===== src/rtl/lane_spawn_if.sv =====
// Handshake bundle between the lane spawn scheduler and the game/lane logic.
// master = scheduler side, slave = game state machine and lane datapaths.
interface lane_spawn_if;
    logic        enable;
    logic [7:0]  score;
    logic [2:0]  lane_busy;
    logic [2:0]  spawn;
    logic [7:0]  target;
    logic        fall_tick;
    logic [25:0] period;
    logic [7:0]  skipped;

    modport master (
        input  enable, score, lane_busy,
        output spawn, target, fall_tick, period, skipped
    );

    modport slave (
        output enable, score, lane_busy,
        input  spawn, target, fall_tick, period, skipped
    );
endinterface


===== src/rtl/lane_spawn_scheduler.sv =====
// Paces the three FlippyBit lanes and spawns LFSR targets into free lanes
// chosen round-robin every SPAWN_EVERY fall ticks.
module lane_spawn_scheduler #(
    parameter int unsigned TICK_BASE   = 50_000_000,
    parameter int unsigned TICK_MIN    = 12_500_000,
    parameter int unsigned TICK_STEP   = 150_000,
    parameter int unsigned SPAWN_EVERY = 4,
    parameter logic [7:0]  SEED        = 8'hA5
) (
    input logic         clock,
    input logic         reset,
    lane_spawn_if.master bus
);
    typedef enum logic [1:0] {IDLE, COUNT, ARB, SPAWN} state_t;

    localparam logic [7:0]  LFSR_INIT  = (SEED == 8'h00) ? 8'h01 : SEED;
    localparam logic [7:0]  SPAWN_LAST = 8'(SPAWN_EVERY - 1);
    localparam logic [25:0] BASE26     = 26'(TICK_BASE);
    localparam logic [25:0] MIN26      = 26'(TICK_MIN);
    localparam logic [35:0] BASE36     = 36'(TICK_BASE);
    localparam logic [35:0] MIN36      = 36'(TICK_MIN);
    localparam logic [35:0] STEP36     = 36'(TICK_STEP);

    state_t      state, state_nx;
    logic [25:0] divider;
    logic [25:0] period_q;
    logic [25:0] period_calc;
    logic [35:0] dec;
    logic [7:0]  tick_count;
    logic [7:0]  skipped_q;
    logic [7:0]  lfsr;
    logic [7:0]  lfsr_next;
    logic [1:0]  ptr;
    logic [1:0]  chosen;
    logic [1:0]  pick;
    logic [1:0]  l0, l1, l2;
    logic        found;
    logic        pend;
    logic        running;
    logic        tick;
    logic        trig;

    function automatic logic [1:0] nxt(input logic [1:0] l);
        return (l == 2'd2) ? 2'd0 : l + 2'd1;
    endfunction

    // Unsigned compare before subtracting so a high score can never wrap.
    assign dec = 36'(bus.score) * STEP36;
    assign period_calc = (dec + MIN36 >= BASE36) ? MIN26
                                                 : 26'(BASE36 - dec);

    assign running   = (state != IDLE);
    assign tick      = running && (divider == period_q - 26'd1);
    assign trig      = tick && (tick_count == SPAWN_LAST);
    assign lfsr_next = {lfsr[6:0], lfsr[7] ^ lfsr[5] ^ lfsr[4] ^ lfsr[3]};

    assign l0 = ptr;
    assign l1 = nxt(l0);
    assign l2 = nxt(l1);

    always_comb begin
        found = 1'b1;
        pick  = l0;
        if (!bus.lane_busy[l0]) begin
            pick = l0;
        end else if (!bus.lane_busy[l1]) begin
            pick = l1;
        end else if (!bus.lane_busy[l2]) begin
            pick = l2;
        end else begin
            found = 1'b0;
        end
    end

    always_comb begin
        state_nx = state;
        case (state)
            IDLE: begin
                if (bus.enable) state_nx = ARB;
            end
            COUNT: begin
                if (!bus.enable)      state_nx = IDLE;
                else if (trig || pend) state_nx = ARB;
            end
            ARB: begin
                if (!bus.enable) state_nx = IDLE;
                else if (found)  state_nx = SPAWN;
                else             state_nx = COUNT;
            end
            SPAWN: begin
                if (!bus.enable) state_nx = IDLE;
                else             state_nx = COUNT;
            end
            default: state_nx = IDLE;
        endcase
    end

    always_ff @(posedge clock) begin
        if (reset) begin
            state      <= IDLE;
            divider    <= '0;
            period_q   <= BASE26;
            tick_count <= '0;
            skipped_q  <= '0;
            lfsr       <= LFSR_INIT;
            ptr        <= '0;
            chosen     <= '0;
            pend       <= 1'b0;
        end else begin
            state <= state_nx;

            if (state == IDLE || !bus.enable) begin
                divider    <= '0;
                tick_count <= '0;
            end else if (tick) begin
                divider    <= '0;
                period_q   <= period_calc;
                tick_count <= trig ? 8'd0 : tick_count + 8'd1;
            end else begin
                divider <= divider + 26'd1;
            end

            // A trigger landing in ARB/SPAWN is held until COUNT resumes.
            if (state == IDLE || !bus.enable) begin
                pend <= 1'b0;
            end else if (trig && state != COUNT) begin
                pend <= 1'b1;
            end else if (state == COUNT) begin
                pend <= 1'b0;
            end

            if (state == IDLE && bus.enable) begin
                period_q  <= period_calc;
                skipped_q <= '0;
            end

            if (state == ARB && bus.enable) begin
                if (found) begin
                    chosen <= pick;
                end else if (skipped_q != 8'hFF) begin
                    skipped_q <= skipped_q + 8'd1;
                end
            end

            if (state == SPAWN) begin
                lfsr <= lfsr_next;
                ptr  <= nxt(chosen);
            end
        end
    end

    assign bus.spawn     = (state == SPAWN) ? (3'b001 << chosen) : 3'b000;
    assign bus.target    = (state == SPAWN) ? lfsr : 8'h00;
    assign bus.fall_tick = tick;
    assign bus.period    = period_q;
    assign bus.skipped   = skipped_q;
endmodule


===== src/flat_wrapper.sv =====
// flat-port wrapper written by rule: the top's interface ports become plain ports
module lane_spawn_scheduler_flat 
#(
    parameter int unsigned TICK_BASE   = 50_000_000,
    parameter int unsigned TICK_MIN    = 12_500_000,
    parameter int unsigned TICK_STEP   = 150_000,
    parameter int unsigned SPAWN_EVERY = 4,
    parameter logic [7:0]  SEED        = 8'hA5
)
  (clock, reset, bus_enable, bus_score, bus_lane_busy, bus_spawn, bus_target, bus_fall_tick, bus_period, bus_skipped);
  lane_spawn_if bus_i ();
  input logic clock;
  input logic reset;
  input wire logic [$bits(bus_i.enable)-1:0] bus_enable;
  input wire logic [$bits(bus_i.score)-1:0] bus_score;
  input wire logic [$bits(bus_i.lane_busy)-1:0] bus_lane_busy;
  output wire logic [$bits(bus_i.spawn)-1:0] bus_spawn;
  output wire logic [$bits(bus_i.target)-1:0] bus_target;
  output wire logic [$bits(bus_i.fall_tick)-1:0] bus_fall_tick;
  output wire logic [$bits(bus_i.period)-1:0] bus_period;
  output wire logic [$bits(bus_i.skipped)-1:0] bus_skipped;
  assign bus_i.enable = bus_enable;
  assign bus_i.score = bus_score;
  assign bus_i.lane_busy = bus_lane_busy;
  assign bus_spawn = bus_i.spawn;
  assign bus_target = bus_i.target;
  assign bus_fall_tick = bus_i.fall_tick;
  assign bus_period = bus_i.period;
  assign bus_skipped = bus_i.skipped;
  lane_spawn_scheduler #(.TICK_BASE(TICK_BASE), .TICK_MIN(TICK_MIN), .TICK_STEP(TICK_STEP), .SPAWN_EVERY(SPAWN_EVERY), .SEED(SEED)) u_core (.clock(clock), .reset(reset), .bus(bus_i));
endmodule

===== config.mk =====
export PLATFORM = sky130hd
export DESIGN_NAME = lane_spawn_scheduler_flat
export DESIGN_NICKNAME = d
export VERILOG_FILES = /design/src/rtl/lane_spawn_if.sv /design/src/rtl/lane_spawn_scheduler.sv /design/src/flat_wrapper.sv
export SDC_FILE = /design/constraint.sdc
export NUM_CORES = 1
export LEC_CHECK = 0
export ABC_AREA = 1
export CORE_ASPECT_RATIO = 2
export CORE_MARGIN = 2
export CORE_UTILIZATION = 45
export CTS_CLUSTER_SIZE = 8
export DETAILED_ROUTE_END_ITERATION = 8
export GPL_TIMING_DRIVEN = 0
export SYNTH_ARGS = -nofsm -noshare
export SYNTH_HDL_FRONTEND = slang
export SYNTH_SLANG_ARGS = --single-unit

===== constraint.sdc =====
create_clock -name clock -period 6.8 [get_ports clock]
set_clock_uncertainty 0.2 [all_clocks]
set_input_delay 1.36 -clock clock [delete_from_list [all_inputs] [get_ports clock]]
set_output_delay 1.36 -clock clock [all_outputs]
set_load 0.03 [all_outputs]

==> summary.txt, run 1 <==
Global routing
  – First-pass GRT wire length: 34.82 mm
  – Tot GR Track Use: 22.96%
  – Vias in the first global route: 7693
  – Largest net degree at the start of global routing: 17
  – GRT Residual Overflow: 0
  – Initial antenna violation count: 0

Clock tree
  – # clock sinks: 79
  – Worst-path clk slew: around 0.060 ns
  – Htree depth: 3
  – CTS Buf Count: 9
  – Root Driver: clkbuf_16
  – Clock Path Buffers: 2
  – Clk_lat worst skew: about 0.35 ns
  – CTS tree: yes
  – Post-CTS setup repair buffer count: 0

Floorplanning
  – Initial Util: a little under half
  – IO Count: 60
  – Num rows: 68
  – Die height: 191.7 um
  – Area of the core: 17270 um^2
  – Die Area: 18770 um^2
  – Die Span X: about 98 um

Logic synthesis
  – Register area share after synthesis: about a fifth
  – Synth cell count leaders: nand2_1 (294), inv_1 (193), nor2_1 (124)
  – Leading post-synthesis cells by cell area: dfxtp_1 (20%), nand2_1 (14%), ha_1 (10%)
  – Synth Instances: 1217
  – Post-synthesis cell type count: 56
  – Asr flop ratio synth: 0%
  – Number of enable flip-flop cells after synthesis: 0
  – Mapped Avg Cell Area: around 6.5 um^2
  – Most frequent cell after synthesis: nand2_1
  – Ys Warns: 0
  – Post-synth top area cell: dfxtp_1
  – Mapped Area: 7930 um^2
  – Flops & latches, synth: slightly below 80
  – Synth top area share: 19.94%
  – Ys flop type: dfxtp_1

Power and ir drop
  – Combinational power share: 65.5%
  – VDD IR max: 0.0001798 V
  – Seq pwr share: 18.0%
  – Tot Pwr: 3079 uW
  – Int Pwr: about 1500 uW
  – Net Sw Frac: 51.35%
  – Pleak: between 0.004 and 0.005 uW
  – P_sw: 1581 uW
  – Power per cell area: 339.3 nW/um^2
  – Clock network fraction of design power: between 10% and 20%

Detailed routing
  – Drc violations: 0
  – Final ANT Viol Nets: 0
  – Wirelength per Cell: 13.71 um
  – Via count: 7687
  – Drt first pass iters: 5
  – Final wirelength: 20.56 mm
  – Initial DRC count: between 150 and 200
  – Post-DR vias/cell: 5.125

Worst setup path
  – Crit Path Max Fanout: 8
  – WP buf/inv: 6
  – Crit end category: flip-flop
  – Slowest cell delay on critical path: 0.54 ns
  – Most used cell, CP: nand2_1
  – Delay-heaviest family, CP: adder cells
  – Critical Path AT: 6.40 ns
  – Crit path kind: input pin to flip-flop
  – Worst setup SP type: input pin
  – Req. time, crit path: 6.85 ns
  – Crit-path slowest cell: fa_1
  – R2r setup slk: 3.45 ns

Placement
  – Final GP Congestion: 0.9226
  – Dpl ws: -0.4443 ns
  – Port-buffer cells: 54
  – HPWL Detailed: 17.79 mm
  – DP Area: 8745 um^2

Timing
  – Final slew viol count: 0
  – Crit path time final: ~6.4 ns
  – Final setup fails: 0
  – Final Hold Fails: 0
  – Period Utilization, post-route: 93.39%
  – Worst-margin pin slew: 0.6900 ns
  – Fmax: 0.1575 GHz
  – Setup TNS Final: 0 ns
  – RSZ-0062 raised after global routing: no
  – Setup slack after layout: 0.4495 ns
  – Max_slew headroom: 53.62%

Layout
  – Share of cells above drive strength 1: 7.442%
  – NumNets Final: 1383
  – Area Growth Syn to Fin: 14.44%
  – Finished layout cell area: 9075 um^2
  – Diode count: 0

Min path
  – Min-delay worst type: flip-flop to flip-flop

Run status
  – Result of the run: complete, no violations

Run
  – # Max-Cap Violations: 0
[worst reg2reg max path: stages, from the launching register on]
cell and delay, ns:
dfxtp_1 0.39, inv_1 0.12, ha_1 0.32, xnor2_1 0.12, a21oi_1 0.17, nand3_1 0.13, nor4_1 0.46, nand4_1 0.15
nor2_1 0.19, nand3_4 0.17, nand2_1 0.10, nand2_1 0.22, buf_2 0.27, a21oi_1 0.14, o21ai_1 0.08
[per-stage QoR]
step	util, %	hold WS [ns]	instances
2_1_floorplan	-	0.2303	1220
3_3_place_gp	50.63	0.2429	1484
3_5_place_dp	50.63	0.2523	1484
4_1_cts	52.42	0.2668	1500
5_1_grt	52.54	0.2893	1500
6_report	52.54	0.2603	1500
[cell usage in the layout, fill, tap and decap left out, drive strengths merged, types with 28 or more instances in the layout]
master         Yosys  layout
nand2            303     303
xor2              42      42
o21ai             38      38
nand3            102     102
a21oi             71      71
inv              198     203
nor3              33      33
ha                65      65
nand4             28      28
nor2             132     132
clkdlybuf4s50      0      46
dfxtp             79      79
[cell families after synthesis]
kind of cell	synth area share, %
buffers and inverters	11.01
xor gates and xnor gates	7.573
AOI/OAI and AO/OA	9.940
other	0.04729
adders and majority gates	15.05
DFF	19.94
and+or+nand+nor	36.43
[state kept, by name, summed over array words and instances (netlist names)]
register,count
u_core.lfsr,8
u_core.tick_count,8
u_core.pend,1
u_core.state,2
u_core.l0,2
u_core.chosen,2
u_core.bus.skipped,8
u_core.bus.period,22
u_core.divider,26
[layer usage]
| layer | global-route usage, % | part of all wire, % | vias to the layer above |
|---|---|---|---|
| li1 | - | - | 4034 |
| met1 | 20.17 | 34 | 3484 |
| met2 | 48.29 | 60 | 110 |
| met3 | 2.656 | 2.0 | 59 |
| met4 | 12.45 | 4.9 | 0 |
| met5 | 0 | 0 | - |
[power groups by stage]
stage	Sequential [uW]	Combinational, uW	Clock [uW]
2_1_floorplan	609	1500	0
3_3_place_gp	564	1980	0
3_5_place_dp	564	2010	0
4_1_cts	553	2020	523
5_1_grt	560	2310	539
6_report	553	2020	511
[worst paths after layout]
check | depth (start not counted) | end | from
worst min register to register | 1 | u_core.divider[0]$_SDFF_PP0_ | u_core.divider[0]$_SDFF_PP0_
worst max-delay path | 29 | u_core.bus.period[18]$_SDFFE_PP0P_ | bus_score[2]
worst max register to register | 14 | u_core.bus.period[22]$_SDFFE_PP1P_ | u_core.bus.period[4]$_SDFFE_PP0P_
worst min-delay path | 1 | u_core.divider[0]$_SDFF_PP0_ | u_core.divider[0]$_SDFF_PP0_
[cell type report]
cell class,count,area [um^2]
fill,1808,8197
multi-input combinational,921,5500
sequential,79,1582
inverter,201,754.5
timing repair buffer,54,545.5
tap,210,262.8
clock buffer,9,225.2
buffer,19,118.9
clock inverter,7,86.33
[what timing repair did]
action | in CTS | in global routing
gates resized for setup | 2 | 15
setup endpoints to repair | 18 | 22
pin swaps | 0 | 1
hold buffers | 0 | 0
Power figures use the tool's default switching activity.
==> run 2, diff against run 1 <==
--- a/config.mk
+++ b/config.mk
@@ -12,6 +12,7 @@
 export CTS_CLUSTER_SIZE = 8
 export DETAILED_ROUTE_END_ITERATION = 8
 export GPL_TIMING_DRIVEN = 0
+export SLEW_MARGIN = 25
 export SYNTH_ARGS = -nofsm -noshare
 export SYNTH_HDL_FRONTEND = slang
 export SYNTH_SLANG_ARGS = --single-unit
==> results of run 2 <==
Same layout as run 1: the final DEF is identical, and so are final timing and power.
==> run 3, diff against run 2 <==
--- a/config.mk
+++ b/config.mk
@@ -12,6 +12,8 @@
 export CTS_CLUSTER_SIZE = 8
 export DETAILED_ROUTE_END_ITERATION = 8
 export GPL_TIMING_DRIVEN = 0
+export PLACE_DENSITY = 0.75
+export SKIP_LAST_GASP = 1
 export SLEW_MARGIN = 25
 export SYNTH_ARGS = -nofsm -noshare
 export SYNTH_HDL_FRONTEND = slang
==> run 3 against run 2 <==
Fmax is 1.8% lower; final cell count unchanged; flip-flop and latch count stayed put; hold slack hardly changed; design area shrank 0.11%; total power fell by 1.3%; critical path depth decreased by 2; sequential power barely moved; clock-buffer cell count unchanged; first-iteration DRC count up 27%; non-clock buffer count did not move; combinational power hardly changed; largest power group unchanged; highest routed layer unchanged.
==> summary.txt, run 3 (synthesis results as in run 1) <==
Clock tree
  – CTS tree: yes
  – Root Driver: clkbuf_16
  – Post-CTS setup repair buffer count: 0 (unchanged)
  – CTS Buf Count: 9 (unchanged)
  – Clk_lat worst skew: 0.35 ns (about the same)
  – Worst-path clk slew: 0.06 ns (about the same)
  – Clock Path Buffers: 2 (unchanged)
  – # clock sinks: 79 (unchanged)
  – Htree depth: 3 (unchanged)

Power and ir drop
  – Clock network fraction of design power: 15.6% (-1.0 points)
  – VDD IR max: 0.0002071 V (+15%)
  – Tot Pwr: 3038 uW (-1.3%)
  – Combinational power share: 66.1% (+0.6 points)
  – Seq pwr share: 18.3% (+0.3 points)
  – Net Sw Frac: 51.78% (+0.43 points)
  – Int Pwr: 1465 uW (-2.2%)
  – Power per cell area: 335.1 nW/um^2 (-1.2%)
  – P_sw: 1573 uW (-0.52%)
  – Pleak: 0.004288 uW (-0.37%)

Placement
  – Final GP Congestion: 0.9246 (+0.22%)
  – Dpl ws: -0.4040 ns (+0.04026 ns)
  – Port-buffer cells: 54 (unchanged)
  – HPWL Detailed: 17.28 mm (-2.9%)

Layout
  – Most flop-heavy register: u_core.divider
  – # fillers: 1747 (-3.4%)
  – Commonest non-fill, non-tap cell in the layout: nand2_1
  – Area Growth Syn to Fin: 14.31%
  – Diode count: 0 (unchanged)
  – Final core utilization: 52.48% (-0.058 points)
  – Share of cells above drive strength 1: 7.442% (unchanged)
  – NumNets Final: 1383 (unchanged)
  – Most frequent cells in the layout: nand2_1 (294), inv_1 (193), nor2_1 (121), nand3_1 (94), dfxtp_1 (79)
  – Max FFs per register: 26 (unchanged)

Global routing
  – Largest net degree at the start of global routing: 17 (unchanged)
  – Vias in the first global route: 7799 (+1.4%)
  – Initial antenna violation count: 0 (unchanged)
  – First-pass GRT wire length: 33.54 mm (-3.7%)
  – GRT Residual Overflow: 0 (unchanged)
  – Tot GR Track Use: 21.97% (-0.98 points)

Timing
  – Crit path time final: 6.469 ns (+0.1187 ns)
  – Setup slack after layout: 0.3308 ns (-0.1187 ns)
  – Fmax: 0.1546 GHz (-1.8%)
  – Period Utilization, post-route: 95.13% (+1.7 points)
  – Final slew viol count: 0 (unchanged)
  – Final setup fails: 0 (unchanged)
  – Max_slew headroom: 53.16% (-0.46 points)
  – Final Hold Fails: 0 (unchanged)
  – Worst-margin pin slew: 0.6968 ns (+0.006781 ns)

Run status
  – Result of the run: complete, no violations

Detailed routing
  – Wire length on met1: 6.965 mm (+0.75%)
  – DR WL met3: 381 um (-7.5%)
  – Final ANT Viol Nets: 0 (unchanged)
  – Drc violations: 0 (unchanged)
  – Post-DR vias/cell: 5.224 (+1.9%)
  – Met2 wire length: 11.74 mm (-4.1%)
  – Final wirelength: 20.41 mm (-0.75%)
  – Initial DRC count: 229 (+27%)
  – Drt first pass iters: 8 (+3)
  – DR top layer: met4
  – Wirelength per Cell: 13.61 um (-0.75%)
  – Via count: 7836 (+1.9%)

Floorplanning
  – Area of the core: 17270 um^2 (unchanged)
  – Die Span X: 97.87 um (unchanged)
  – Num rows: 68 (unchanged)
  – Die height: 191.7 um (unchanged)
  – Initial Util: 45.91% (unchanged)
  – Die Area: 18770 um^2 (unchanged)
  – IO Count: 60 (unchanged)

Worst setup path
  – Critical Path AT: 6.50 ns (+0.10 ns)
  – Slowest cell delay on critical path: 0.68 ns (+0.14 ns)
  – WP buf/inv: 5 (-1)
  – Req. time, crit path: 6.83 ns (-0.02 ns)
  – Crit-path slowest cell: clkdlybuf4s50_1
  – Worst setup SP type: input pin
  – Crit end category: flip-flop
  – Crit path kind: input pin to flip-flop
  – Most used cell, CP: nand2_1
  – Delay-heaviest family, CP: adder cells
  – Crit Path Max Fanout: 10 (+2)

Min path
  – Min-delay worst type: flip-flop to flip-flop

Run
  – # Max-Cap Violations: 0 (unchanged)
[run 3: changes by cell type in the layout (fill, tap and decap cells not counted), sizes merged]
cell           previous run  this run
dlymetal6s2s              6         5
inv                     203       201
dlygate4sd2               0         1
clkinv                    3         6
clkbuf                   16        15
bufinv                    1         0
clkdlybuf4s50            46        47
[run 3: final timing paths]
check | startpoint | end | slack [ns] | cells after the start
worst min-delay path | u_core.divider[0]$_SDFF_PP0_ | u_core.divider[0]$_SDFF_PP0_ | 0.26 | 1
worst max register to register | u_core.bus.period[4]$_SDFFE_PP0P_ | u_core.divider[9]$_SDFF_PP0_ | 3.40 | 12
worst min register to register | u_core.divider[0]$_SDFF_PP0_ | u_core.divider[0]$_SDFF_PP0_ | 0.26 | 1
worst max-delay path | bus_score[1] | u_core.bus.period[21]$_SDFFE_PP1P_ | 0.33 | 27
[run 3: power groups by stage]
| stage | combinational [uW] | sequential (uW) | clock (uW) |
|---|---|---|---|
| floorplan | 1500 | 609 | 0 |
| global placement | 1940 | 565 | 0 |
| detailed placement | 1980 | 566 | 0 |
| CTS | 1990 | 555 | 480 |
| global route | 2290 | 562 | 495 |
| finish | 2010 | 556 | 473 |
[run 3: area by class of cell]
| cell class | instances | area [um^2] | share of cell area (%) |
|---|---|---|---|
| multi-input combinational | 921 | 5509 | 60.77 |
| sequential | 79 | 1582 | 17.45 |
| inverter | 201 | 754.5 | 8.323 |
| timing repair buffer | 54 | 546.8 | 6.032 |
| tap | 210 | 262.8 | 2.899 |
| clock buffer | 9 | 225.2 | 2.484 |
| buffer | 19 | 118.9 | 1.311 |
| clock inverter | 7 | 66.31 | 0.7315 |
[run 3: layer usage]
metal | vias to the layer above | track usage [%]
met5 | - | 0
met4 | 0 | 14.96
met3 | 87 | 1.820
met2 | 148 | 45.50
met1 | 3571 | 19.09
li1 | 4030 | -
[run 3: worst reg2reg max path, cell delays in order (launching register included)]
cell and delay [ns]:
dfxtp_1 0.40, inv_1 0.12, ha_1 0.32, xnor2_1 0.12, a21oi_1 0.16, nand3_1 0.15, nor4_1 0.43, nand4_1 0.14
nor2_1 0.22, nand3_4 0.19, nand2_1 0.39, buf_2 0.38, a21oi_1 0.08
[run 3: repair_timing]
item	4_1_cts	5_1_grt
resized for setup	2	15
hold buffers	0	0
pin swaps	0	1
setup endpoints to repair	16	22
[run 3: stage by stage]
stage                     hold WS, ns  area (um^2)    TNS, ns  cells
final                          0.2608         9065          0   1500
after global routing           0.2959         9065  -0.001937   1500
after CTS                      0.2737         9034          0   1500
after detailed placement       0.2584         8745     -7.327   1484
after global placement         0.2462         8745     -5.591   1484
after floorplan                0.2303         7941          0   1220
